## src/rtl/freq_gate_ctrl.sv

```systemverilog
// Frequency-meter measurement sequencer: gate window, counter clear/latch strobes, range stepping.
// Optional FREQ_AUTO_RANGE_EN: range auto-steps on each LATCH from the sampled count.
module freq_gate_ctrl #(
    parameter int GATE0_CYC  = 500_000,
    parameter int GATE1_CYC  = 5_000_000,
    parameter int GATE2_CYC  = 50_000_000,
    parameter int SYNC_CYC   = 2,
    parameter int RANGE_INIT = 1,
    parameter int CNT_W      = 32,
    parameter logic [CNT_W-1:0] HI_THR = {CNT_W{1'b1}} - 1'b1,
    parameter logic [CNT_W-1:0] LO_THR = 1000
) (
    input  logic             clk_i,
    input  logic             clr_i,
    input  logic             en_i,
    input  logic             range_key_i,
    input  logic [CNT_W-1:0] cnt_val_i,
    input  logic             cnt_ovf_i,
    output logic             gate_o,
    output logic             cnt_clr_o,
    output logic             latch_o,
    output logic [1:0]       range_o,
    output logic             busy_o,
    output logic             valid_o,
    output logic             ovf_flag_o
);

    localparam int MAX01 = (GATE0_CYC > GATE1_CYC) ? GATE0_CYC : GATE1_CYC;
    localparam int MAXG  = (MAX01 > GATE2_CYC) ? MAX01 : GATE2_CYC;
    localparam int CW    = (MAXG > 2) ? $clog2(MAXG) : 1;

    localparam logic [CW-1:0] G0_LD = CW'(GATE0_CYC - 1);
    localparam logic [CW-1:0] G1_LD = CW'(GATE1_CYC - 1);
    localparam logic [CW-1:0] G2_LD = CW'(GATE2_CYC - 1);
    localparam logic [CW-1:0] SY_LD = CW'(SYNC_CYC - 1);

    typedef enum logic [2:0] {
        S_IDLE,
        S_CLEAR,
        S_GATE,
        S_HOLD,
        S_LATCH
    } state_t;

    state_t         state_q, state_d;
    logic [CW-1:0]  cnt_q, cnt_d;
    logic [1:0]     range_q, range_d;
    logic           valid_q, valid_d;
    logic           ovf_q, ovf_d;
    logic           gate_q, cnt_clr_q, latch_q, busy_q;
    logic [CW-1:0]  gate_ld;

    always_comb begin
        gate_ld = G1_LD;
        unique case (range_d)
            2'd0:    gate_ld = G0_LD;
            2'd2:    gate_ld = G2_LD;
            default: gate_ld = G1_LD;
        endcase
    end

`ifndef FREQ_AUTO_RANGE_EN
    logic unused_auto;
    assign unused_auto = ^{cnt_val_i, HI_THR, LO_THR};
`endif

    always_comb begin
        state_d = state_q;
        cnt_d   = cnt_q;
        range_d = range_q;
        valid_d = valid_q;
        ovf_d   = ovf_q;

        if (range_key_i) begin
            range_d = (range_q == 2'd2) ? 2'd0 : range_q + 2'd1;
`ifdef FREQ_AUTO_RANGE_EN
        end else if (state_q == S_LATCH) begin
            if ((cnt_ovf_i || cnt_val_i > HI_THR) && range_q != 2'd0)
                range_d = range_q - 2'd1;
            else if (cnt_val_i < LO_THR && range_q != 2'd2)
                range_d = range_q + 2'd1;
`endif
        end

        unique case (state_q)
            S_IDLE: begin
                if (en_i) state_d = S_CLEAR;
            end
            S_CLEAR: begin
                cnt_d   = gate_ld;
                state_d = S_GATE;
            end
            S_GATE: begin
                if (range_key_i) begin
                    state_d = en_i ? S_CLEAR : S_IDLE;
                end else if (cnt_q == '0) begin
                    cnt_d   = SY_LD;
                    state_d = S_HOLD;
                end else begin
                    cnt_d = cnt_q - CW'(1);
                end
            end
            S_HOLD: begin
                if (range_key_i) begin
                    state_d = en_i ? S_CLEAR : S_IDLE;
                end else if (cnt_q == '0) begin
                    state_d = S_LATCH;
                end else begin
                    cnt_d = cnt_q - CW'(1);
                end
            end
            S_LATCH: begin
                valid_d = 1'b1;
                ovf_d   = cnt_ovf_i;
                state_d = en_i ? S_CLEAR : S_IDLE;
            end
            default: state_d = S_IDLE;
        endcase

        // A key press always invalidates the shown result, even one latched now
        if (range_key_i) valid_d = 1'b0;
    end

    always_ff @(posedge clk_i or posedge clr_i) begin
        if (clr_i) begin
            state_q   <= S_IDLE;
            cnt_q     <= '0;
            range_q   <= RANGE_INIT[1:0];
            valid_q   <= 1'b0;
            ovf_q     <= 1'b0;
            gate_q    <= 1'b0;
            cnt_clr_q <= 1'b0;
            latch_q   <= 1'b0;
            busy_q    <= 1'b0;
        end else begin
            state_q   <= state_d;
            cnt_q     <= cnt_d;
            range_q   <= range_d;
            valid_q   <= valid_d;
            ovf_q     <= ovf_d;
            gate_q    <= (state_d == S_GATE);
            cnt_clr_q <= (state_d == S_CLEAR);
            latch_q   <= (state_d == S_LATCH);
            busy_q    <= (state_d != S_IDLE);
        end
    end

    assign gate_o     = gate_q;
    assign cnt_clr_o  = cnt_clr_q;
    assign latch_o    = latch_q;
    assign range_o    = range_q;
    assign busy_o     = busy_q;
    assign valid_o    = valid_q;
    assign ovf_flag_o = ovf_q;

endmodule

```

## config.mk

```make
export PLATFORM = sky130hd
export DESIGN_NAME = freq_gate_ctrl
export DESIGN_NICKNAME = d
export VERILOG_FILES = /design/src/rtl/freq_gate_ctrl.sv
export SDC_FILE = /design/constraint.sdc
export NUM_CORES = 1
export LEC_CHECK = 0
export CAP_MARGIN = 20
export CORE_ASPECT_RATIO = 1.25
export CORE_MARGIN = 8
export CORE_UTILIZATION = 53
export CTS_BUF_LIST = sky130_fd_sc_hd__clkbuf_8
export CTS_CLUSTER_SIZE = 16
export DETAILED_ROUTE_END_ITERATION = 12
export GPL_TIMING_DRIVEN = 1
export PLACE_DENSITY = 0.83
export SYNTH_ARGS = -nofsm -noshare
export SYNTH_HDL_FRONTEND = slang
export SYNTH_SLANG_ARGS = --single-unit
```

## constraint.sdc

```tcl
create_clock -name clk_i -period 2.7 [get_ports clk_i]
set_input_delay 0.675 -clock clk_i [delete_from_list [all_inputs] [get_ports clk_i]]
set_output_delay 0.675 -clock clk_i [all_outputs]
set_load 0.01 [all_outputs]
```

# Yosys cells after proc, flatten, opt, wreduce, memory -nomap -nowiden
# Cells that the tools add are included.
dict set report op_classes {
  n_reduce_logical 7
  n_addsub 2
  eq_ne 12
  muxes 17
}
# operator n
set op_table {}
lappend op_table {{2-to-1 mux 26 bit} 4}
lappend op_table {{one-hot mux 26 bit (3 select lines)} 1}
lappend op_table {{one-hot mux 26 bit (2 select lines)} 1}
lappend op_table {{logical NOT 26 bit} 1}
lappend op_table {{subtractor 26 x 1 -> 26 bit (second input constant)} 1}
lappend op_table {{2-to-1 mux 3 bit} 5}
lappend op_table {{one-hot mux 3 bit (5 select lines)} 1}
lappend op_table {{== test 3 x 2 -> 1 bit (second input constant)} 3}
lappend op_table {{== test 3 x 1 -> 1 bit (second input constant)} 2}
lappend op_table {{== test 3 bit (second input constant)} 2}
lappend op_table {{!= test 2 bit (second input constant)} 3}
lappend op_table {{nonzero test 3 bit} 2}
lappend op_table {{== test 2 bit (second input constant)} 2}
lappend op_table {{2-to-1 mux 2 bit} 2}
lappend op_table {{AND reduction 4 bit} 1}
lappend op_table {{logical NOT 3 bit} 1}
lappend op_table {{2-to-1 mux 1 bit} 3}
lappend op_table {{adder 2 x 1 -> 2 bit (second input constant)} 1}
lappend op_table {{logical NOT 2 bit} 1}
lappend op_table {{nonzero test 2 bit} 1}
dict set report totals {
  output_inout_bits 8
  inputBits 37
  elab_cells 47
  reg_bits 37
}

# Longest topological paths before layout
# Gate-level depths: netlist of run 1.
dict set report depth {
  ltp_word 6
  ltp_mapped 8
}

# Worst setup path after synthesis of run 1
# OpenSTA, ideal clock, no wires.
dict set report synth_path {
  path_kind {flip-flop to flip-flop}
  start {register cnt_q[21]}
  end {register cnt_q[16]}
  synth_period_minus_slack_ns 2.352
  stages_incl_launch_ff 7
  t_required_ns 2.578
  arrival_ns 2.230
  setup_ns 0.122
  slack_ns 0.348
  path_cell_list {dfrtp_1 -> or4_4 -> or4_4 -> o31ai_4 -> inv_2 -> buf_2 -> a32o_1}
}
dict set report synth_via {
  elab_chain_len 4
}
# element line_no
set synth_rtl {}
lappend synth_rtl {{start, declared} 46} ;# logic [CW-1:0] cnt_q, cnt_d;
lappend synth_rtl {{start signal, assigned} 137} ;# cnt_q <= cnt_d;
lappend synth_rtl {{logical NOT 26 bit (*)} {96, 106}}
lappend synth_rtl {{2-to-1 mux 26 bit} 96} ;# end else if (cnt_q == '0) begin
lappend synth_rtl {{2-to-1 mux 26 bit} 94} ;# if (range_key_i) begin
lappend synth_rtl {{one-hot mux 26 bit (3 select lines)} 85} ;# unique case (state_q)
# Every way passes the cells marked *; elsewhere a longest branch is shown, timed or not. The select of a mux whose other input is x is not followed.
# A chain may end at the register's enable or synchronous reset.

# Worst setup path after layout of run 1
dict set report layout_path {
  start {register cnt_q[22]}
  end {register cnt_q[1]}
}
# The elaborated chain is that of the path after synthesis.

==> flow_summary_export.csv, run 1 <==
group,metric,value,unit
route,route.detailed.drc,0,
synth,syn_inst,242,
place,dpl.hpwl,4146,um
place,dp.cells,322,
floorplan,core.rowCount,26,
worst_setup_path,worstPathRequired,2.91,ns
final_layout,final_nets,311,
synth,seq_area_frac_synth,42.29,%
synth,async_flop_share,100.0,%
synth,synth_seq_cells,37,
route,wl_per_cell,17.38,um
power,powerDensity,1088,nW/um2
power,peakVddDrop,0.8220,mV
route,drtPass1Iterations,4,
sta,rsz0062_at_grt,"false",
final_layout,final_common_cell,"dfrtp_1",
worst_setup_path,crit_type,"reg2reg",
final_layout,final_cells,330,
sta,finalCritPeriodShare,92.14,%
job,max_cap_viol_count,0,
clock_network,postCtsSetupBuffers,0,
synth,avgSynthCellArea,9.058,um2
clock_network,cts_buffers,5,
floorplan,start_util,54.34,%
route,postRouteAntennaNets,0,
synth,synth_warnings,0,
sta,setup_tns,0,ns
final_layout,drive_gt1_share,17.15,%
floorplan,ioPinCount,45,
run_status,status,"completed",
worst_setup_path,arrival,2.70,ns
route,vias,2077,
clock_network,h-tree-depth,2,
floorplan,die_w,73.52,um
final_layout,final_cell_mix,"36 x dfrtp_1, 23 x buf_4, 19 x nor2_1",
grt,grt_pass1_vias,2061,
sta,worstMarginPinSlew,0.6082,ns
floorplan,die-height,87.91,um
final_layout,nFillCells,356,
sta,fin_hold_ws,0.4996,ns
grt,grt_pass1_wl,9922,um
worst_setup_path,crit_fanout,12,
clock_network,holdBufCountCts,0,
power,leakage,1.062,nW
floorplan,fp.dieArea,6463,um2
synth,synth_top_flop_cell,"dfrtp_1",
clock_network,clock_insertion_delay_worst_skew,0.30,ns
sta,slew_headroom,59.26,%
final_layout,ff_latch_area,927.1,um2
sta,period_needed,2.488,ns
grt,antenna_found_initial,0,
grt,grt_max_degree,38,
floorplan,fp.coreArea,4034,um2
synth,synth_cell_type_count,53,
final_layout,multi_input_area,1177,um2
sta,fmax,402.0,MHz
clock_network,clockBufferDepth,2,
clock_network,cts_tree,"yes",
sta,maxSlewViolCount,0,
synth,synth_nets,280,
place,numPortBuffers,12,
worst_setup_path,end_kind,"register",
final_layout,antenna_cells,0,
final_layout,final_util,64.42,%
route,drt_iter0_drc,188,
sta,clock_skew,0.008584,ns
final_layout,areaGrowthSynthToFinish,18.55,%
sta,hold_viol,0,
synth,synth_edf_count,0,
sta,setup_violations,0,
clock_network,cts-root-buf,"clkbuf_8",
grt,grtUsageTotal,19.75,%
route,vias_per_cell,6.294,
clock_network,clk_pin_slew,0.07,ns
synth,netlist_area,2192,um2
clock_network,clkSinkCount,37,
grt,overflow,0,
clock_network,cts_resized,0,
route,wl,5736,um
worst_setup_path,startpoint_type,"register",
power,power,2.827,mW
place,gp_congestion,0.9318,
min_path,hold_class,"reg2reg",
## final timing paths
kind | startpoint | endpoint | slack, ns | cells after the start
min in group asynchronous | clr_i | range_o[1] | 0.79 | 3
setup / recovery | cnt_q[22] | cnt_q[1] | 0.21 | 7
hold / removal | valid_o | valid_o | 0.50 | 2
max in group asynchronous | clr_i | range_o[0] | 1.56 | 3
hold reg to reg | valid_o | valid_o | 0.50 | 2
setup reg to reg | cnt_q[22] | cnt_q[1] | 0.21 | 7
## sequential cells by signal, summed over array words and instances, names as in the netlist
register    flops
range_o         2
ovf_flag_o      1
cnt_q          26
gate_o          1
busy_o          1
state_q         3
valid_o         1
cnt_clr_o       1
latch_o         1
## critical path, cell delays in order (launching register included)
cell and delay (ns):
dfrtp_1 0.43, or4_4 0.56, or4_4 0.55, o31ai_4 0.22, inv_2 0.16, buf_4 0.20
o211ai_1 0.08, a21boi_1 0.19
## routing by layer
| layer | vias up | routed length (um) | global-route usage [%] |
|---|---|---|---|
| met5 | - | 0 | 0 |
| li1 | 988 | - | - |
| met2 | 54 | 2955 | 33.20 |
| met4 | 0 | 145 | 9.290 |
| met1 | 1023 | 2398 | 23.52 |
| met3 | 12 | 236 | 3.666 |
## where the power goes
part	switching [mW]	internal (mW)	total, mW
clock	0.198	0.201	0.399
sequential	0.214	0.754	0.967
combinational	0.811	0.649	1.46
## cells in the mapped netlist, types with 7 or more instances
| cell | instances | share of area (%) |
|---|---|---|
| o21ai_1 | 13 | 3.0 |
| o21ai_0 | 15 | 3.4 |
| a22o_1 | 8 | 3.2 |
| clkbuf_1 | 7 | 1.2 |
| dfrtp_1 | 36 | 41 |
| nand3_1 | 9 | 2.1 |
| nand2_1 | 12 | 2.1 |
| nor2_1 | 19 | 3.3 |
| nor3_1 | 15 | 3.4 |
| inv_1 | 10 | 1.7 |
| a21oi_1 | 15 | 3.4 |
## through the flow
stage	instance area [um2]	worst slack [ns]
6_report	2599	0.2123
5_1_grt	2599	0.09149
4_1_cts	2599	0.2171
3_5_place_dp	2509	0.09228
3_3_place_gp	2509	0.1261
2_1_floorplan	2192	0.3481
## logic make-up (layout without fill, tap and decap cells)
kind of cell / count (synthesis) / in the layout / share of synthesized area [%]
compound gates: 89 / 89 / 28.20
buf+inv: 22 / 54 / 3.996
simple gates: 90 / 90 / 23.52
mux: 2 / 2 / 1.027
flops: 37 / 37 / 42.29
fa+ha+maj: 1 / 1 / 0.5707
xor+xnor: 1 / 1 / 0.3996
## area by class of cell
| cell class | instances | area share, % |
|---|---|---|
| well taps | 56 | 2.696 |
| clock inverters | 2 | 0.2889 |
| repair buffers | 35 | 11.27 |
| clock buffers | 6 | 3.178 |
| flip-flops and latches | 37 | 35.68 |
| inverters | 11 | 1.589 |
| multi-input cells | 183 | 45.31 |
Power figures use the tool's default switching activity.
==> run 2, diff against run 1 <==
--- a/config.mk
+++ b/config.mk
@@ -10,7 +10,7 @@
 export CORE_MARGIN = 8
 export CORE_UTILIZATION = 53
 export CTS_BUF_LIST = sky130_fd_sc_hd__clkbuf_8
-export CTS_CLUSTER_SIZE = 16
+export CTS_CLUSTER_SIZE = 30
 export DETAILED_ROUTE_END_ITERATION = 12
 export GPL_TIMING_DRIVEN = 1
 export PLACE_DENSITY = 0.83
==> results of run 2 <==
Final layout, timing and power as in run 1 (identical DEF).
==> run 3, diff against run 2 <==
==> constraint.sdc (replaced) <==
create_clock -name clk_i -period 2.7 [get_ports clk_i]
set_input_delay 0.27 -clock clk_i [delete_from_list [all_inputs] [get_ports clk_i]]
set_output_delay 0.27 -clock clk_i [all_outputs]
set_load 0.01 [all_outputs]
==> run 3 against run 2 <==
Against the previous run: clock power rose by 8.5%; global-route usage fell by 0.40 points; sequential share of layout area is 0.052 points lower; via count up 1.4%; critical path depth is the same; critical endpoint unchanged; largest cell class unchanged; largest power group unchanged.
==> flow_summary_export.csv, run 3 (synthesis results as in run 1) <==
group,metric,value,unit
run_status,status,"completed",
final_layout,nFillCells,362,
final_layout,final_cell_mix,"36 x dfrtp_1, 22 x buf_4, 19 x nor2_1",
route,wl,5708,um
final_layout,final_cell_area,2603,um2
clock_network,cts-root-buf,"clkbuf_8",
floorplan,die-height,87.91,um
floorplan,fp.coreArea,4034,um2
sta,maxSlewViolCount,0,
final_layout,final_cells,329,
route,postRouteAntennaNets,0,
power,peakVddDrop,0.7239,mV
sta,period_needed,2.503,ns
clock_network,holdBufCountCts,0,
place,post_dp_cell_area,2501,um2
sta,rsz0062_at_grt,"false",
clock_network,cts_resized,0,
grt,grt_pass1_vias,2021,
worst_setup_path,end_kind,"register",
place,dp.cells,321,
place,numPortBuffers,12,
final_layout,areaGrowthSynthToFinish,18.72,%
sta,hold_viol,0,
place,dpl.hpwl,4084,um
floorplan,fp.dieArea,6463,um2
sta,worstMarginPinSlew,0.6141,ns
worst_setup_path,worstPathRequired,2.93,ns
sta,setup_violations,0,
floorplan,ioPinCount,45,
worst_setup_path,crit_fanout,19,
route,route.detailed.drc,0,
floorplan,core.rowCount,26,
worst_setup_path,startpoint_type,"register",
grt,antenna_found_initial,0,
clock_network,clockBufferDepth,2,
final_layout,multi_input_area,1177,um2
final_layout,final_util,64.52,%
final_layout,ff_latch_area,927.1,um2
clock_network,cts_buffers,5,
final_layout,antenna_cells,0,
place,gp_congestion,0.9446,
worst_setup_path,crit_type,"reg2reg",
power,leakage,1.058,nW
route,drtPass1Iterations,5,
grt,grtUsageTotal,19.35,%
floorplan,die_w,73.52,um
clock_network,cts_tree,"yes",
grt,overflow,0,
final_layout,top_register,"cnt_q",
sta,setup_tns,0,ns
sta,clock_skew,0.004762,ns
grt,grt_pass1_wl,9687,um
route,vias_per_cell,6.401,
job,max_cap_viol_count,0,
route,wl_per_cell,17.35,um
final_layout,drive_gt1_share,17.58,%
clock_network,clkSinkCount,37,
clock_network,h-tree-depth,2,
clock_network,clk_pin_slew,0.07,ns
power,powerDensity,1089,nW/um2
grt,grt_max_degree,38,
sta,finalCritPeriodShare,92.69,%
final_layout,final_nets,310,
clock_network,postCtsSetupBuffers,0,
route,vias,2106,
worst_setup_path,arrival,2.73,ns
final_layout,final_common_cell,"dfrtp_1",
route,drt_iter0_drc,211,
sta,slew_headroom,58.72,%
clock_network,clock_insertion_delay_worst_skew,0.30,ns
floorplan,start_util,54.34,%
sta,fmax,399.6,MHz
final_layout,largest_reg_flops,26,
min_path,hold_class,"in2async",
power,power,2.835,mW
run 3: final timing paths:
check                           startpoint         end  slack, ns  cells after the start
worst max-delay path             cnt_q[22]    cnt_q[1]       0.20                      7
worst min-delay path                 clr_i  range_o[1]       0.38                      3
worst max register to register   cnt_q[22]    cnt_q[1]       0.20                      7
worst min register to register  ovf_flag_o  ovf_flag_o       0.53                      1
max in group asynchronous            clr_i  range_o[0]       1.98                      3
min in group clk_i              ovf_flag_o  ovf_flag_o       0.53                      1
run 3: final cells by class:
class	instances	share of cell area, %
timing repair buffer	34	10.96
multi-input combinational	183	45.24
inverter	11	1.587
sequential	37	35.62
clock inverter	1	0.1923
clock buffer	7	3.702
tap	56	2.692
run 3: critical path, cell delays in order, from the launching register on:
cell	delay, ns
dfrtp_1	0.42
or4_4	0.56
or4_4	0.56
o31ai_4	0.22
inv_2	0.21
buf_4	0.21
o211ai_1	0.08
a21boi_1	0.17
run 3: power breakdown:
group | internal [mW] | total (mW) | switching, mW
Combinational | 0.629 | 1.43 | 0.802
Sequential | 0.754 | 0.970 | 0.216
Clock | 0.231 | 0.433 | 0.203
Total | 1.61 | 2.83 | 1.22
run 3: metal layers:
metal | track usage (%) | vias to the layer above | wire (um)
met5 | 0 | - | 0
met4 | 9.654 | 0 | 190
met3 | 3.436 | 20 | 288
met2 | 32.55 | 88 | 2859
met1 | 22.90 | 1015 | 2370
li1 | - | 983 | -
run 3: per-stage QoR:
stage	worst slack, ns	hold WS (ns)
after floorplan	0.3481	0.4059
after global placement	0.2639	0.4855
after detailed placement	0.2196	0.5105
after CTS	0.1971	0.4070
after global routing	0.1058	0.4563
final	0.1973	0.3821
